<file path="src/rtl/bsg_manycore_host_responder_pkg.sv">
// Shared types and constants for the host-endpoint responder.
// The address map and the unmapped-load fill pattern live here.
package bsg_manycore_host_responder_pkg;

  typedef enum logic [1:0] {
    e_load  = 2'b00,
    e_store = 2'b01
  } op_e;

  localparam logic [31:0] STDOUT_ADDR  = 32'h0000_1000;
  localparam logic [31:0] FINISH_ADDR  = 32'h0000_1001;
  localparam logic [31:0] FAIL_ADDR    = 32'h0000_1002;
  localparam logic [31:0] SCRATCH_ADDR = 32'h0000_1003;
  localparam logic [31:0] DEFAULT_DATA = 32'hDEAD_BEEF;

endpackage

</file>
<file path="src/rtl/bsg_manycore_host_responder_if.sv">
// Request/response bundle between the manycore network and the host responder.
// slave is the responder side, master is the network (tile) side.
interface bsg_manycore_host_responder_if #(
  parameter int data_width_p   = 32,
  parameter int addr_width_p   = 28,
  parameter int x_cord_width_p = 7,
  parameter int y_cord_width_p = 7,
  parameter int reg_id_width_p = 5
) ();

  logic                        req_v_i;
  logic                        req_ready_o;
  logic [1:0]                  req_op_i;
  logic [addr_width_p-1:0]     req_addr_i;
  logic [data_width_p-1:0]     req_data_i;
  logic [data_width_p/8-1:0]   req_mask_i;
  logic [reg_id_width_p-1:0]   req_reg_id_i;
  logic [x_cord_width_p-1:0]   req_src_x_i;
  logic [y_cord_width_p-1:0]   req_src_y_i;

  logic                        resp_v_o;
  logic                        resp_ready_i;
  logic                        resp_load_o;
  logic [data_width_p-1:0]     resp_data_o;
  logic [reg_id_width_p-1:0]   resp_reg_id_o;
  logic [x_cord_width_p-1:0]   resp_dest_x_o;
  logic [y_cord_width_p-1:0]   resp_dest_y_o;

  modport slave (
    input  req_v_i, req_op_i, req_addr_i, req_data_i, req_mask_i,
           req_reg_id_i, req_src_x_i, req_src_y_i, resp_ready_i,
    output req_ready_o, resp_v_o, resp_load_o, resp_data_o,
           resp_reg_id_o, resp_dest_x_o, resp_dest_y_o
  );

  modport master (
    output req_v_i, req_op_i, req_addr_i, req_data_i, req_mask_i,
           req_reg_id_i, req_src_x_i, req_src_y_i, resp_ready_i,
    input  req_ready_o, resp_v_o, resp_load_o, resp_data_o,
           resp_reg_id_o, resp_dest_x_o, resp_dest_y_o
  );

endinterface

</file>
<file path="src/rtl/bsg_manycore_host_responder_fifo.sv">
// Small circular-buffer FIFO buffering stdout characters.
// A push is refused while full, even if a pop happens in the same cycle.
module bsg_fifo_1r1w_small #(
  parameter int width_p = 8,
  parameter int els_p   = 4
) (
  input  logic               clk_i,
  input  logic               reset_i,
  input  logic               v_i,
  input  logic [width_p-1:0] data_i,
  output logic               full_o,
  output logic               v_o,
  output logic [width_p-1:0] data_o,
  input  logic               yumi_i
);

  localparam int ptr_w_lp = (els_p > 1) ? $clog2(els_p) : 1;
  localparam int cnt_w_lp = $clog2(els_p + 1);

  logic [width_p-1:0]  r_mem [els_p];
  logic [ptr_w_lp-1:0] r_wr_ptr;
  logic [ptr_w_lp-1:0] r_rd_ptr;
  logic [cnt_w_lp-1:0] r_count;
  logic                w_push;
  logic                w_pop;

  function automatic logic [ptr_w_lp-1:0] next_ptr(input logic [ptr_w_lp-1:0] p);
    if (p == ptr_w_lp'(els_p - 1)) begin
      next_ptr = '0;
    end else begin
      next_ptr = p + ptr_w_lp'(1);
    end
  endfunction

  assign full_o = (r_count == cnt_w_lp'(els_p));
  assign v_o    = (r_count != '0);
  assign data_o = r_mem[r_rd_ptr];
  assign w_push = v_i & ~full_o;
  assign w_pop  = yumi_i & v_o;

  always_ff @(posedge clk_i) begin
    if (reset_i) begin
      r_wr_ptr <= '0;
      r_rd_ptr <= '0;
      r_count  <= '0;
    end else begin
      if (w_push) r_wr_ptr <= next_ptr(r_wr_ptr);
      if (w_pop)  r_rd_ptr <= next_ptr(r_rd_ptr);
      case ({w_push, w_pop})
        2'b10:   r_count <= r_count + cnt_w_lp'(1);
        2'b01:   r_count <= r_count - cnt_w_lp'(1);
        default: r_count <= r_count;
      endcase
    end
  end

  // Storage needs no reset: occupancy alone decides what is visible.
  always_ff @(posedge clk_i) begin
    if (w_push) r_mem[r_wr_ptr] <= data_i;
  end

endmodule

</file>
<file path="src/rtl/bsg_manycore_host_responder.sv">
// Host-endpoint responder: decodes ROM/stdout/finish/fail/scratch requests
// and returns exactly one response per accepted request from a holding register.
module bsg_manycore_host_responder
  import bsg_manycore_host_responder_pkg::*;
#(
  parameter int data_width_p   = 32,
  parameter int addr_width_p   = 28,
  parameter int x_cord_width_p = 7,
  parameter int y_cord_width_p = 7,
  parameter int reg_id_width_p = 5,
  parameter int rom_els_p      = 16,
  parameter logic [rom_els_p*data_width_p-1:0] rom_arr_p = '0,
  parameter int stdout_els_p   = 4
) (
  input  logic                    clk_i,
  input  logic                    reset_i,
  bsg_manycore_host_responder_if.slave host_if,
  output logic                    char_v_o,
  output logic [7:0]              char_o,
  input  logic                    char_ready_i,
  output logic                    finish_v_o,
  output logic                    fail_v_o,
  output logic [data_width_p-1:0] exit_data_o,
  output logic                    err_o
);

  localparam int rom_idx_w_lp = (rom_els_p > 1) ? $clog2(rom_els_p) : 1;

  logic                      w_is_load, w_is_store;
  logic                      w_is_rom, w_is_stdout, w_is_finish, w_is_fail, w_is_scratch;
  logic                      w_mapped, w_stdout_store, w_fifo_full, w_accept;
  logic [rom_idx_w_lp-1:0]   w_rom_idx;
  logic [data_width_p-1:0]   w_rom_word, w_load_data;

  logic                      r_resp_v, r_resp_load;
  logic [data_width_p-1:0]   r_resp_data;
  logic [reg_id_width_p-1:0] r_resp_reg_id;
  logic [x_cord_width_p-1:0] r_resp_dest_x;
  logic [y_cord_width_p-1:0] r_resp_dest_y;
  logic [data_width_p-1:0]   r_scratch, r_exit_data;
  logic                      r_finish_v, r_fail_v, r_err;

  assign w_is_load    = (host_if.req_op_i == e_load);
  assign w_is_store   = (host_if.req_op_i == e_store);
  assign w_is_rom     = (host_if.req_addr_i < addr_width_p'(rom_els_p));
  assign w_is_stdout  = (host_if.req_addr_i == addr_width_p'(STDOUT_ADDR));
  assign w_is_finish  = (host_if.req_addr_i == addr_width_p'(FINISH_ADDR));
  assign w_is_fail    = (host_if.req_addr_i == addr_width_p'(FAIL_ADDR));
  assign w_is_scratch = (host_if.req_addr_i == addr_width_p'(SCRATCH_ADDR));
  assign w_mapped     = w_is_rom | w_is_stdout | w_is_finish | w_is_fail | w_is_scratch;

  assign w_rom_idx  = host_if.req_addr_i[rom_idx_w_lp-1:0];
  assign w_rom_word = rom_arr_p[int'(w_rom_idx)*data_width_p +: data_width_p];

  // Only a stdout store cares about FIFO space; everything else waits on the response slot.
  assign w_stdout_store      = w_is_store & w_is_stdout;
  assign host_if.req_ready_o = (~r_resp_v | host_if.resp_ready_i) & ~(w_stdout_store & w_fifo_full);
  assign w_accept            = host_if.req_v_i & host_if.req_ready_o;

  // Load data selection by address region.
  always_comb begin
    w_load_data = '0;
    if (w_is_rom) begin
      w_load_data = w_rom_word;
    end else if (w_is_scratch) begin
      w_load_data = r_scratch;
    end else if (w_is_stdout | w_is_finish | w_is_fail) begin
      w_load_data = '0;
    end else begin
      w_load_data = data_width_p'(DEFAULT_DATA);
    end
  end

  // Single-entry response holding register.
  always_ff @(posedge clk_i) begin
    if (reset_i) begin
      r_resp_v      <= 1'b0;
      r_resp_load   <= 1'b0;
      r_resp_data   <= '0;
      r_resp_reg_id <= '0;
      r_resp_dest_x <= '0;
      r_resp_dest_y <= '0;
    end else if (w_accept) begin
      r_resp_v      <= 1'b1;
      r_resp_load   <= w_is_load;
      r_resp_data   <= w_is_load ? w_load_data : '0;
      r_resp_reg_id <= host_if.req_reg_id_i;
      r_resp_dest_x <= host_if.req_src_x_i;
      r_resp_dest_y <= host_if.req_src_y_i;
    end else if (host_if.resp_ready_i) begin
      r_resp_v      <= 1'b0;
    end
  end

  // Store side effects: scratch, exit pulses/data, sticky error.
  always_ff @(posedge clk_i) begin
    if (reset_i) begin
      r_scratch   <= '0;
      r_exit_data <= '0;
      r_finish_v  <= 1'b0;
      r_fail_v    <= 1'b0;
      r_err       <= 1'b0;
    end else begin
      r_finish_v <= w_accept & w_is_store & w_is_finish;
      r_fail_v   <= w_accept & w_is_store & w_is_fail;
      if (w_accept & w_is_store & (w_is_finish | w_is_fail)) begin
        r_exit_data <= host_if.req_data_i;
      end
      if (w_accept & w_is_store & w_is_scratch) begin
        for (int b = 0; b < data_width_p/8; b++) begin
          if (host_if.req_mask_i[b]) r_scratch[8*b +: 8] <= host_if.req_data_i[8*b +: 8];
        end
      end
      if (w_accept & ~(w_mapped & (w_is_load | w_is_store))) begin
        r_err <= 1'b1;
      end
    end
  end

  bsg_fifo_1r1w_small #(
    .width_p (8),
    .els_p   (stdout_els_p)
  ) stdout_fifo (
    .clk_i   (clk_i),
    .reset_i (reset_i),
    .v_i     (w_accept & w_stdout_store),
    .data_i  (host_if.req_data_i[7:0]),
    .full_o  (w_fifo_full),
    .v_o     (char_v_o),
    .data_o  (char_o),
    .yumi_i  (char_v_o & char_ready_i)
  );

  assign host_if.resp_v_o      = r_resp_v;
  assign host_if.resp_load_o   = r_resp_load;
  assign host_if.resp_data_o   = r_resp_data;
  assign host_if.resp_reg_id_o = r_resp_reg_id;
  assign host_if.resp_dest_x_o = r_resp_dest_x;
  assign host_if.resp_dest_y_o = r_resp_dest_y;
  assign finish_v_o            = r_finish_v;
  assign fail_v_o              = r_fail_v;
  assign exit_data_o           = r_exit_data;
  assign err_o                 = r_err;

endmodule

</file>
<file path="src/flat_wrapper.sv">
// flat-port wrapper written by rule: the top's interface ports become plain ports
module bsg_manycore_host_responder_flat import bsg_manycore_host_responder_pkg::*;
#(
  parameter int data_width_p   = 32,
  parameter int addr_width_p   = 28,
  parameter int x_cord_width_p = 7,
  parameter int y_cord_width_p = 7,
  parameter int reg_id_width_p = 5,
  parameter int rom_els_p      = 16,
  parameter logic [rom_els_p*data_width_p-1:0] rom_arr_p = '0,
  parameter int stdout_els_p   = 4
)
  (clk_i, reset_i, char_v_o, char_o, char_ready_i, finish_v_o, fail_v_o, exit_data_o, err_o, host_if_req_v_i, host_if_req_op_i, host_if_req_addr_i, host_if_req_data_i, host_if_req_mask_i, host_if_req_reg_id_i, host_if_req_src_x_i, host_if_req_src_y_i, host_if_resp_ready_i, host_if_req_ready_o, host_if_resp_v_o, host_if_resp_load_o, host_if_resp_data_o, host_if_resp_reg_id_o, host_if_resp_dest_x_o, host_if_resp_dest_y_o);
  bsg_manycore_host_responder_if #(.data_width_p(data_width_p), .addr_width_p(addr_width_p), .x_cord_width_p(x_cord_width_p), .y_cord_width_p(y_cord_width_p), .reg_id_width_p(reg_id_width_p)) host_if_i ();
  input  logic clk_i;
  input  logic reset_i;
  output logic char_v_o;
  output logic [7:0] char_o;
  input  logic char_ready_i;
  output logic finish_v_o;
  output logic fail_v_o;
  output logic [data_width_p-1:0] exit_data_o;
  output logic err_o;
  input wire logic [$bits(host_if_i.req_v_i)-1:0] host_if_req_v_i;
  input wire logic [$bits(host_if_i.req_op_i)-1:0] host_if_req_op_i;
  input wire logic [$bits(host_if_i.req_addr_i)-1:0] host_if_req_addr_i;
  input wire logic [$bits(host_if_i.req_data_i)-1:0] host_if_req_data_i;
  input wire logic [$bits(host_if_i.req_mask_i)-1:0] host_if_req_mask_i;
  input wire logic [$bits(host_if_i.req_reg_id_i)-1:0] host_if_req_reg_id_i;
  input wire logic [$bits(host_if_i.req_src_x_i)-1:0] host_if_req_src_x_i;
  input wire logic [$bits(host_if_i.req_src_y_i)-1:0] host_if_req_src_y_i;
  input wire logic [$bits(host_if_i.resp_ready_i)-1:0] host_if_resp_ready_i;
  output wire logic [$bits(host_if_i.req_ready_o)-1:0] host_if_req_ready_o;
  output wire logic [$bits(host_if_i.resp_v_o)-1:0] host_if_resp_v_o;
  output wire logic [$bits(host_if_i.resp_load_o)-1:0] host_if_resp_load_o;
  output wire logic [$bits(host_if_i.resp_data_o)-1:0] host_if_resp_data_o;
  output wire logic [$bits(host_if_i.resp_reg_id_o)-1:0] host_if_resp_reg_id_o;
  output wire logic [$bits(host_if_i.resp_dest_x_o)-1:0] host_if_resp_dest_x_o;
  output wire logic [$bits(host_if_i.resp_dest_y_o)-1:0] host_if_resp_dest_y_o;
  assign host_if_i.req_v_i = host_if_req_v_i;
  assign host_if_i.req_op_i = host_if_req_op_i;
  assign host_if_i.req_addr_i = host_if_req_addr_i;
  assign host_if_i.req_data_i = host_if_req_data_i;
  assign host_if_i.req_mask_i = host_if_req_mask_i;
  assign host_if_i.req_reg_id_i = host_if_req_reg_id_i;
  assign host_if_i.req_src_x_i = host_if_req_src_x_i;
  assign host_if_i.req_src_y_i = host_if_req_src_y_i;
  assign host_if_i.resp_ready_i = host_if_resp_ready_i;
  assign host_if_req_ready_o = host_if_i.req_ready_o;
  assign host_if_resp_v_o = host_if_i.resp_v_o;
  assign host_if_resp_load_o = host_if_i.resp_load_o;
  assign host_if_resp_data_o = host_if_i.resp_data_o;
  assign host_if_resp_reg_id_o = host_if_i.resp_reg_id_o;
  assign host_if_resp_dest_x_o = host_if_i.resp_dest_x_o;
  assign host_if_resp_dest_y_o = host_if_i.resp_dest_y_o;
  bsg_manycore_host_responder #(.data_width_p(data_width_p), .addr_width_p(addr_width_p), .x_cord_width_p(x_cord_width_p), .y_cord_width_p(y_cord_width_p), .reg_id_width_p(reg_id_width_p), .rom_els_p(rom_els_p), .rom_arr_p(rom_arr_p), .stdout_els_p(stdout_els_p)) u_core (.clk_i(clk_i), .reset_i(reset_i), .host_if(host_if_i), .char_v_o(char_v_o), .char_o(char_o), .char_ready_i(char_ready_i), .finish_v_o(finish_v_o), .fail_v_o(fail_v_o), .exit_data_o(exit_data_o), .err_o(err_o));
endmodule
</file>
<file path="config.mk">
export PLATFORM = sky130hd
export DESIGN_NAME = bsg_manycore_host_responder_flat
export DESIGN_NICKNAME = d
export VERILOG_FILES = /design/src/rtl/bsg_manycore_host_responder_pkg.sv /design/src/rtl/bsg_manycore_host_responder_if.sv /design/src/rtl/bsg_manycore_host_responder_fifo.sv /design/src/rtl/bsg_manycore_host_responder.sv /design/src/flat_wrapper.sv
export SDC_FILE = /design/constraint.sdc
export NUM_CORES = 1
export LEC_CHECK = 0
export CORE_MARGIN = 2
export CORE_UTILIZATION = 42
export CTS_BUF_LIST = sky130_fd_sc_hd__clkbuf_16
export DETAILED_ROUTE_END_ITERATION = 10
export HOLD_SLACK_MARGIN = 0.06
export PLACE_DENSITY = 0.85
export RECOVER_POWER = 50
export SLEW_MARGIN = 20
export SYNTH_ARGS = -nofsm -noshare
export SYNTH_HDL_FRONTEND = slang
export SYNTH_SLANG_ARGS = --single-unit
</file>
<file path="constraint.sdc">
create_clock -name clk_i -period 8.9 [get_ports clk_i]
set_input_delay 2.225 -clock clk_i [delete_from_list [all_inputs] [get_ports clk_i]]
set_output_delay 2.225 -clock clk_i [all_outputs]
set_load 0.02 [all_outputs]
</file>
Yosys cells after proc, flatten, opt, wreduce, memory -nomap -nowiden --
Memory sizes are Yosys's and may differ from the RTL's. A register that Yosys moved wholly into a read port is not among the register bits. Cells that the tools add are included.
Storage, ports and cells: memory bits (read-only) 0, memory bits (writable) 32, bits in latches 0, bits in registers 127, memories kept 1, output and inout bits 98, logic and storage cells 83
Cells by class: eq/ne operators 10, mux-type cells 13, shift-type cells 1, divide/modulo/power cells 0, reductions and logical operators 8, $add $sub $neg 4, $lt $le $gt $ge 1, $mul 0, bitwise gates (word level) 28
Memories:
- u_core.stdout_fifo.r_mem | depth 4, width 8, rd ports 1, clocked after Yosys merged registers in 1, write ports 1, RTL line bsg_manycore_host_responder_fifo.sv:20 | logic [width_p-1:0] r_mem [els_p];
Operators by type and width (number):
- 512-bit by 10-bit indexed part select with 32-bit output (first input constant) | 1
- 32-bit 2-to-1 mux | 4
- 28-bit by 13-bit == test with 1-bit output (second input constant) | 4
- 28-bit by 5-bit < comparator with 1-bit output (second input constant) | 1
- 1-bit AND | 15
- 1-bit bitwise OR | 9
- 2-bit 2-to-1 mux | 4
- 2-bit AND reduction | 4
- 2-bit == test (second input constant) | 3
- 3-bit case mux with 2 select lines | 1
- 2-bit by 1-bit adder with 2-bit output (second input constant) | 2
- 2-bit by 1-bit == test with 1-bit output (second input constant) | 2
- 1-bit 2-to-1 mux | 4
- 1-bit NOT | 4
- 2-bit nonzero test | 2
- 3-bit by 1-bit adder with 3-bit output (second input constant) | 1
- 3-bit == test (second input constant) | 1
- 3-bit nonzero test | 1
- 3-bit by 1-bit subtractor with 3-bit output (second input constant) | 1
- 2-bit zero test | 1

Logic depth before layout (Yosys ltp) --
Gate-level depths: netlist (run 1).
word-level depth 10, mapped depth 11, mapped depth without buffers 10

Hierarchy --
From an unflattened synthesis (run 1), not the netlist that was laid out.
Second synthesis, totals: cell total of the unflattened synthesis 550, area total of the unflattened synthesis 6082.1 um2
By module, submodules not included:
- bsg_manycore_host_responder | sequential area each 2402.3 um2, instances 1, cells an instance 454, area an instance 4431.8 um2
- bsg_fifo_1r1w_small | sequential area each 1141.1 um2, instances 1, cells an instance 96, area an instance 1650.3 um2

Least setup slack after synthesis (run 1) --
No wires, ideal clock.
kind input -> output, start input port host_if_req_addr_i[11], end output port host_if_req_ready_o, setup slack 3.161 ns, arrival time 3.514 ns, stages on the path 5, required time 6.675 ns, path through nor4_4 > nand3_2 > nor4_1 > clkbuf_1 > nor2_1
On the way: cells in the longest elaborated chain, start to end 5
RTL lines:
- from (decl) | RTL line flat_wrapper.sv:26 | input wire logic [$bits(host_if_i.req_addr_i)-1:0] host_if_req_addr_i;
- 28-bit by 13-bit == test with 1-bit output | RTL line bsg_manycore_host_responder.sv:46 | assign w_is_stdout = (host_if.req_addr_i == addr_width_p'(STDOUT_ADDR));
- 1-bit AND | RTL line bsg_manycore_host_responder.sv:56 | assign w_stdout_store = w_is_store & w_is_stdout;
- 1-bit AND | RTL line bsg_manycore_host_responder.sv:57 | assign host_if.req_ready_o = (~r_resp_v | host_if.resp_ready_i) & ~(w_stdout_store & w_fifo_full);
- 1-bit NOT | RTL line bsg_manycore_host_responder.sv:57
- 1-bit AND | RTL line bsg_manycore_host_responder.sv:57
- to (decl) | RTL line flat_wrapper.sv:33 | output wire logic [$bits(host_if_i.req_ready_o)-1:0] host_if_req_ready_o;
No other way between the ends.

Worst setup path in the final report (run 1) --
start input port host_if_req_addr_i[12], end output port host_if_req_ready_o
Same word-level chain as after synthesis.

==> results of run 1 <==
[worst paths after layout]
check	to	slack, ns	cells past startpoint
max	host_if_req_ready_o	2.14	7
min	u_core.host_if.resp_data_o[21]	0.46	1
max reg2reg	u_core.stdout_fifo.r_count[2]	6.20	10
min reg2reg	u_core.host_if.resp_data_o[21]	0.46	1
[power by group]
group | leakage, nW | internal (mW) | switching [mW]
logic | 1.83 | 0.0583 | 0.0656
registers | 1.33 | 0.753 | 0.00508
clock network | 0.309 | 0.468 | 0.295
[sequential cells by signal (all words and copies together) (netlist names), 3 cells and up, named ones only]
signal,flops
u_core.stdout_fifo.r_count,3
u_core.stdout_fifo.r_mem,32
u_core.host_if.resp_reg_id_o,5
u_core.host_if.resp_dest_x_o,7
u_core.host_if.resp_dest_y_o,7
u_core.r_scratch,32
u_core.host_if.resp_data_o,32
u_core.exit_data_o,32
[cells by family after synthesis]
logic type,after synthesis
compound gates,148
xor+xnor,3
fa+ha+maj,7
buf+inv,54
flops,161
mux,42
simple gates,175
[synthesized netlist by cell type, drive strengths merged, types with 5 or more instances]
cell / count / share of area, %
buf: 10 / 1.0
a21oi: 58 / 4.8
nor4: 10 / 2.9
nand3: 55 / 4.6
o2bb2ai: 24 / 3.3
ha: 6 / 1.2
a22o: 8 / 1.1
clkbuf: 35 / 2.1
nand4: 10 / 0.99
mux2i: 34 / 5.4
inv: 9 / 0.54
o21ai: 55 / 4.4
dfxtp: 129 / 41
mux4: 8 / 2.9
and2: 6 / 0.59
edfxtp: 32 / 15
nand2: 5 / 0.30
nor2: 68 / 4.0
[layer usage]
metal,track usage [%],routed length [um],vias up
met5,0,0,-
met4,10.67,593,0
met3,6.326,1185,40
met2,33.91,8315,194
met1,27.81,7177,2482
li1,-,-,2486
[metrics by stage]
stage	area (sq um)	cells
floorplan	6311	590
global placement	8287	921
detailed placement	8287	921
CTS	8904	953
global route	8900	953
finish	8900	953
[layout make-up]
| type | count | area (sq um) |
|---|---|---|
| Clock inverter | 15 | 191.4 |
| Clock buffer | 17 | 425.4 |
| Timing Repair Buffer | 192 | 1903 |
| Multi-Input combinational cell | 375 | 2572 |
| Sequential cell | 161 | 3543 |
| Fill cell | 1182 | 5689 |
| Inverter | 9 | 33.78 |
| Tap cell | 184 | 230.2 |
==> run metrics, run 1 <==
Die Area 0.01602 sq mm; Final setup viols 0; Root Buffer clkbuf_16; setup_tns 0 ns; vias in the first global route 5,032; Max Freq 0.1480 GHz; clk buf depth 2; Final WS setup 2.142 ns; antenna violations before repair 0; # Post-CTS Setup Buffers 0; Reg clk slew, reported paths 0.06 ns; Die Y 126.6 um; placed wire-length estimate 11.65 mm; commonest non-fill, non-tap cell in the layout dfxtp_1; post-synthesis compound-gate area fraction 14.00%; top_reg_cell synth dfxtp_1; Post-layout nets roughly 850; vias per cell roughly 5.5; CP max FO 21; Crit path max-delay family buffers and inverters; initial DRC count roughly 430; sequential share of the synthesized area 56.15%; Avg Cell Area, Syn 10.70 sq um; Netlist cell types 43; endpoint class of the critical path output port; flops & latches, synth 161; largest net degree at the start of global routing 99; CP Launch Point host_if_req_addr_i[12]; crit-path cells clkdlybuf4s50_1 > nor3b_2 > nand4_1 > nor4_2 > buf_4 > nor2_1 > clkdlybuf4s50_1; H-Tree Depth 4; RSZ-0062 raised after global routing no; DR pass1 iterations 6; total power between 1.5 and 2 mW; DR WL/cell 18.12 um; violated checks max-capacitance violations, max-slew violations; cts bufs inserted 17; post-CTS sizing 0; hold crit path type reg2reg; Post-Synth XOR/XNOR Area 0.4163%; hold_ws 0.4594 ns; RePlAce Congestion just over 0.9; die span in x 126.6 um; Place WS 2.166 ns; Mapped Nets ~690; TritonCTS clock tree yes; Relative slew margins -199.9%; clk sinks 161; fin crit period between 6 and 7 ns; Antenna diodes 0; post-synthesis adder-cell area fraction about 1.5%; post-route ant nets 0; Reg-to-Reg Start u_core.stdout_fifo.r_count[0]; Hold Startpoint u_core.host_if.resp_data_o[21]; Layout Utilization 61.00%; crit path kind in2out; Final Max Tran Viols 99; post-synthesis mux area share 8.247%; Crit path required time 6.68 ns; Clock Skew a little under 0.006 ns; initial core utilization 43.26%; global-route total usage across every layer 21.78%; yosys warns 0; simple logic cell fraction of the synthesized area 16.06%; clk_lat worst skew 0.42 ns; PD cells about 180 mW/mm^2; Core ar. 0.01459 sq mm; Max IR drop VDD between 0.1 and 0.15 mV; EDFF count, synth 32; Area growth, synth to finish 41.02%; total gr overflow 0; CP max stage cell clkdlybuf4s50_1; commonest non-fill, non-tap cells in the layout 129 x dfxtp_1, 97 x dlygate4sd3_1, 89 x clkdlybuf4s50_1; Worst Setup Start Kind input port; Worst EP arrival 4.53 ns; most frequent CP cell clkdlybuf4s50_1; first-pass GRT wire length around 27 mm; Max-Cap Viols 1; Crit path largest cell delay 0.54 ns; cell leakage power 3.474 nW; DRC Markers 0; largest family of logic cells by synthesized area simple AND/OR/NAND/NOR gates; ys async rst share 0%; worst path bufs/invs 3; vias 5,202; Final period util roughly three quarters; hold buffers post-CTS 0; share of cells above drive strength 1 7.802%; I/O pins 188; Worst Tran Pin Value 4.499 ns; status complete, but fails checks; Fin. Hold Viols 0; Port Buf Inserts 187; total wire length 17.27 mm; Synth Cell Area 0.006311 sq mm; # rows 44; Gate Count Post-Synth 590
(Power assumes the default switching activity.)
==> run 2: changes to the inputs <==
- clock period: 8.9 -> 6.3 ns (I/O delays scaled with it)
==> run metrics, run 2 (synthesis results as in run 1) <==
commonest non-fill, non-tap cell in the layout dfxtp_1; Post-layout nets 853 (unchanged); Antenna diodes 0 (unchanged); Clock Skew 0.009406 ns (+0.003590 ns); Max Freq 0.1741 GHz; Final setup viols 0 (unchanged); antenna violations before repair 0 (unchanged); clk buf depth 2 (unchanged); total wire length 17.57 mm (+1.7%); Worst EP arrival 4.17 ns (-0.36 ns); cell leakage power 3.433 nW (-1.2%); status complete, no violations; Port Buf Inserts 187 (unchanged); vias per cell 5.461 (about the same); Crit path required time 4.72 ns (-1.96 ns); hold buffers post-CTS 0 (unchanged); Core ar. 0.01459 sq mm (unchanged); Reg clk slew, reported paths 0.07 ns (about the same); Reg area 0.003543 sq mm (unchanged); RePlAce Congestion 0.8368 (-9.7%); clk sinks 161 (unchanged); share of cells above drive strength 1 7.412% (-0.39 points); CP max FO 6 (-71%); Reg2Reg Depth 4 (-6); Max-Cap Viols 0 (-1); vias in the first global route 5,278 (+4.9%); Final WS setup 0.5570 ns (-1.585 ns); RSZ-0062 raised after global routing no; # Post-CTS Setup Buffers 0 (unchanged); Hold Startpoint u_core.host_if.resp_data_o[16]; fin crit period 5.743 ns; placed insts 921 (unchanged); TritonCTS clock tree yes; clk_lat worst skew 0.42 ns (about the same); total power 2.205 mW (+34%); PD cells 250.0 mW/mm^2 (+35%); Multi-input gate area 0.002559 sq mm (-0.54%); H-Tree Depth 4 (unchanged); first-pass GRT wire length 28.19 mm (+3.6%); hold path endpoint u_core.host_if.resp_data_o[16]; commonest non-fill, non-tap cells in the layout 129 x dfxtp_1, 99 x dlygate4sd3_1, 87 x clkdlybuf4s50_1; Reg-to-Reg End u_core.host_if.resp_data_o[4]; initial DRC count 493 (+15%); Final period util 91.16%; total gr overflow 0 (unchanged); WHS Path Cells 1 (unchanged); Layout Utilization 60.45% (-0.55 points); crit path kind in2out; setup_tns 0 ns (unchanged); Worst Tran Pin Value 1.062 ns (-3.437 ns); hold crit path type reg2reg; initial core utilization 43.26% (unchanged); endpoint class of the critical path output port; Relative slew margins 29.23% (+230 points); Place WS 0.9778 ns (-1.188 ns); post-route ant nets 0 (unchanged); DRC Markers 0 (unchanged); global-route total usage across every layer 22.29% (+0.52 points); # rows 44 (unchanged); placed wire-length estimate 11.86 mm (+1.8%); DR pass1 iterations 5 (-1); vias 5,204 (+0.038%); Root Buffer clkbuf_16; Area growth, synth to finish 39.75%; Max IR drop VDD 0.1826 mV (+41%); post-CTS sizing 0 (unchanged); Fin. Hold Viols 0 (unchanged); Worst R2R Setup Slack 3.34 ns (-2.86 ns); DR WL/cell 18.44 um (+1.7%); Final Max Tran Viols 0 (-100%); I/O pins 188 (unchanged); Die Area 0.01602 sq mm (unchanged); die span in x 126.6 um (unchanged); Die Y 126.6 um (unchanged); Worst Setup Start Kind input port; Reg-to-Reg Start u_core.stdout_fifo.r_count[0]; cts bufs inserted 17 (unchanged); filler cell count 1,195 (+1.1%); Final Non-Filler Cells 953 (unchanged); largest net degree at the start of global routing 99 (unchanged)
[run 2: worst max path at each step]
stage | startpoint | endpoint | slack [ns] | cells after the start
after floorplan | host_if_req_addr_i[11] | host_if_req_ready_o | 1.86 | 5
after global placement | host_if_req_addr_i[12] | host_if_req_ready_o | 1.09 | 6
after detailed placement | host_if_req_addr_i[12] | host_if_req_ready_o | 0.98 | 6
after CTS | host_if_req_addr_i[12] | host_if_req_ready_o | 0.98 | 6
after global routing | host_if_req_addr_i[12] | host_if_req_ready_o | 0.38 | 6
final | host_if_req_addr_i[12] | host_if_req_ready_o | 0.56 | 6
[run 2: report_power, final]
part | total (mW) | internal [mW] | switching, mW | leakage (nW)
combinational | 0.175 | 0.0817 | 0.0932 | 1.83
sequential | 1.07 | 1.06 | 0.00742 | 1.33
clock | 0.958 | 0.540 | 0.418 | 0.267
[run 2: metal layers]
| layer | up-vias | GRT usage [%] | share of wire [%] |
|---|---|---|---|
| met3 | 34 | 6.116 | 6.6 |
| met2 | 207 | 36.84 | 50 |
| li1 | 2483 | - | - |
| met5 | - | 0 | 0 |
| met1 | 2480 | 27.79 | 42 |
| met4 | 0 | 8.727 | 2.0 |
[run 2: area by class of cell]
| type | instances | area share [%] |
|---|---|---|
| well taps | 184 | 2.610 |
| inverters | 9 | 0.3830 |
| clock inverters | 15 | 1.376 |
| clock buffers | 17 | 4.823 |
| flip-flops and latches | 161 | 40.18 |
| multi-input cells | 375 | 29.01 |
| repair buffers | 192 | 21.62 |
[run 2: critical path, cell delays in order]
cell and delay (ns):
dlygate4sd3_1 0.61, nor3b_1 0.65, nand4_1 0.30, nor4_2 0.37, nor2_1 0.11, clkdlybuf4s50_1 0.57
[run 2: stage by stage]
step	area, sq um	hold WS, ns
finish	8820	0.4629
detailed placement	8287	0.4490
CTS	8833	0.4702
global route	8820	0.4848
floorplan	6311	0.4415
global placement	8287	0.4453
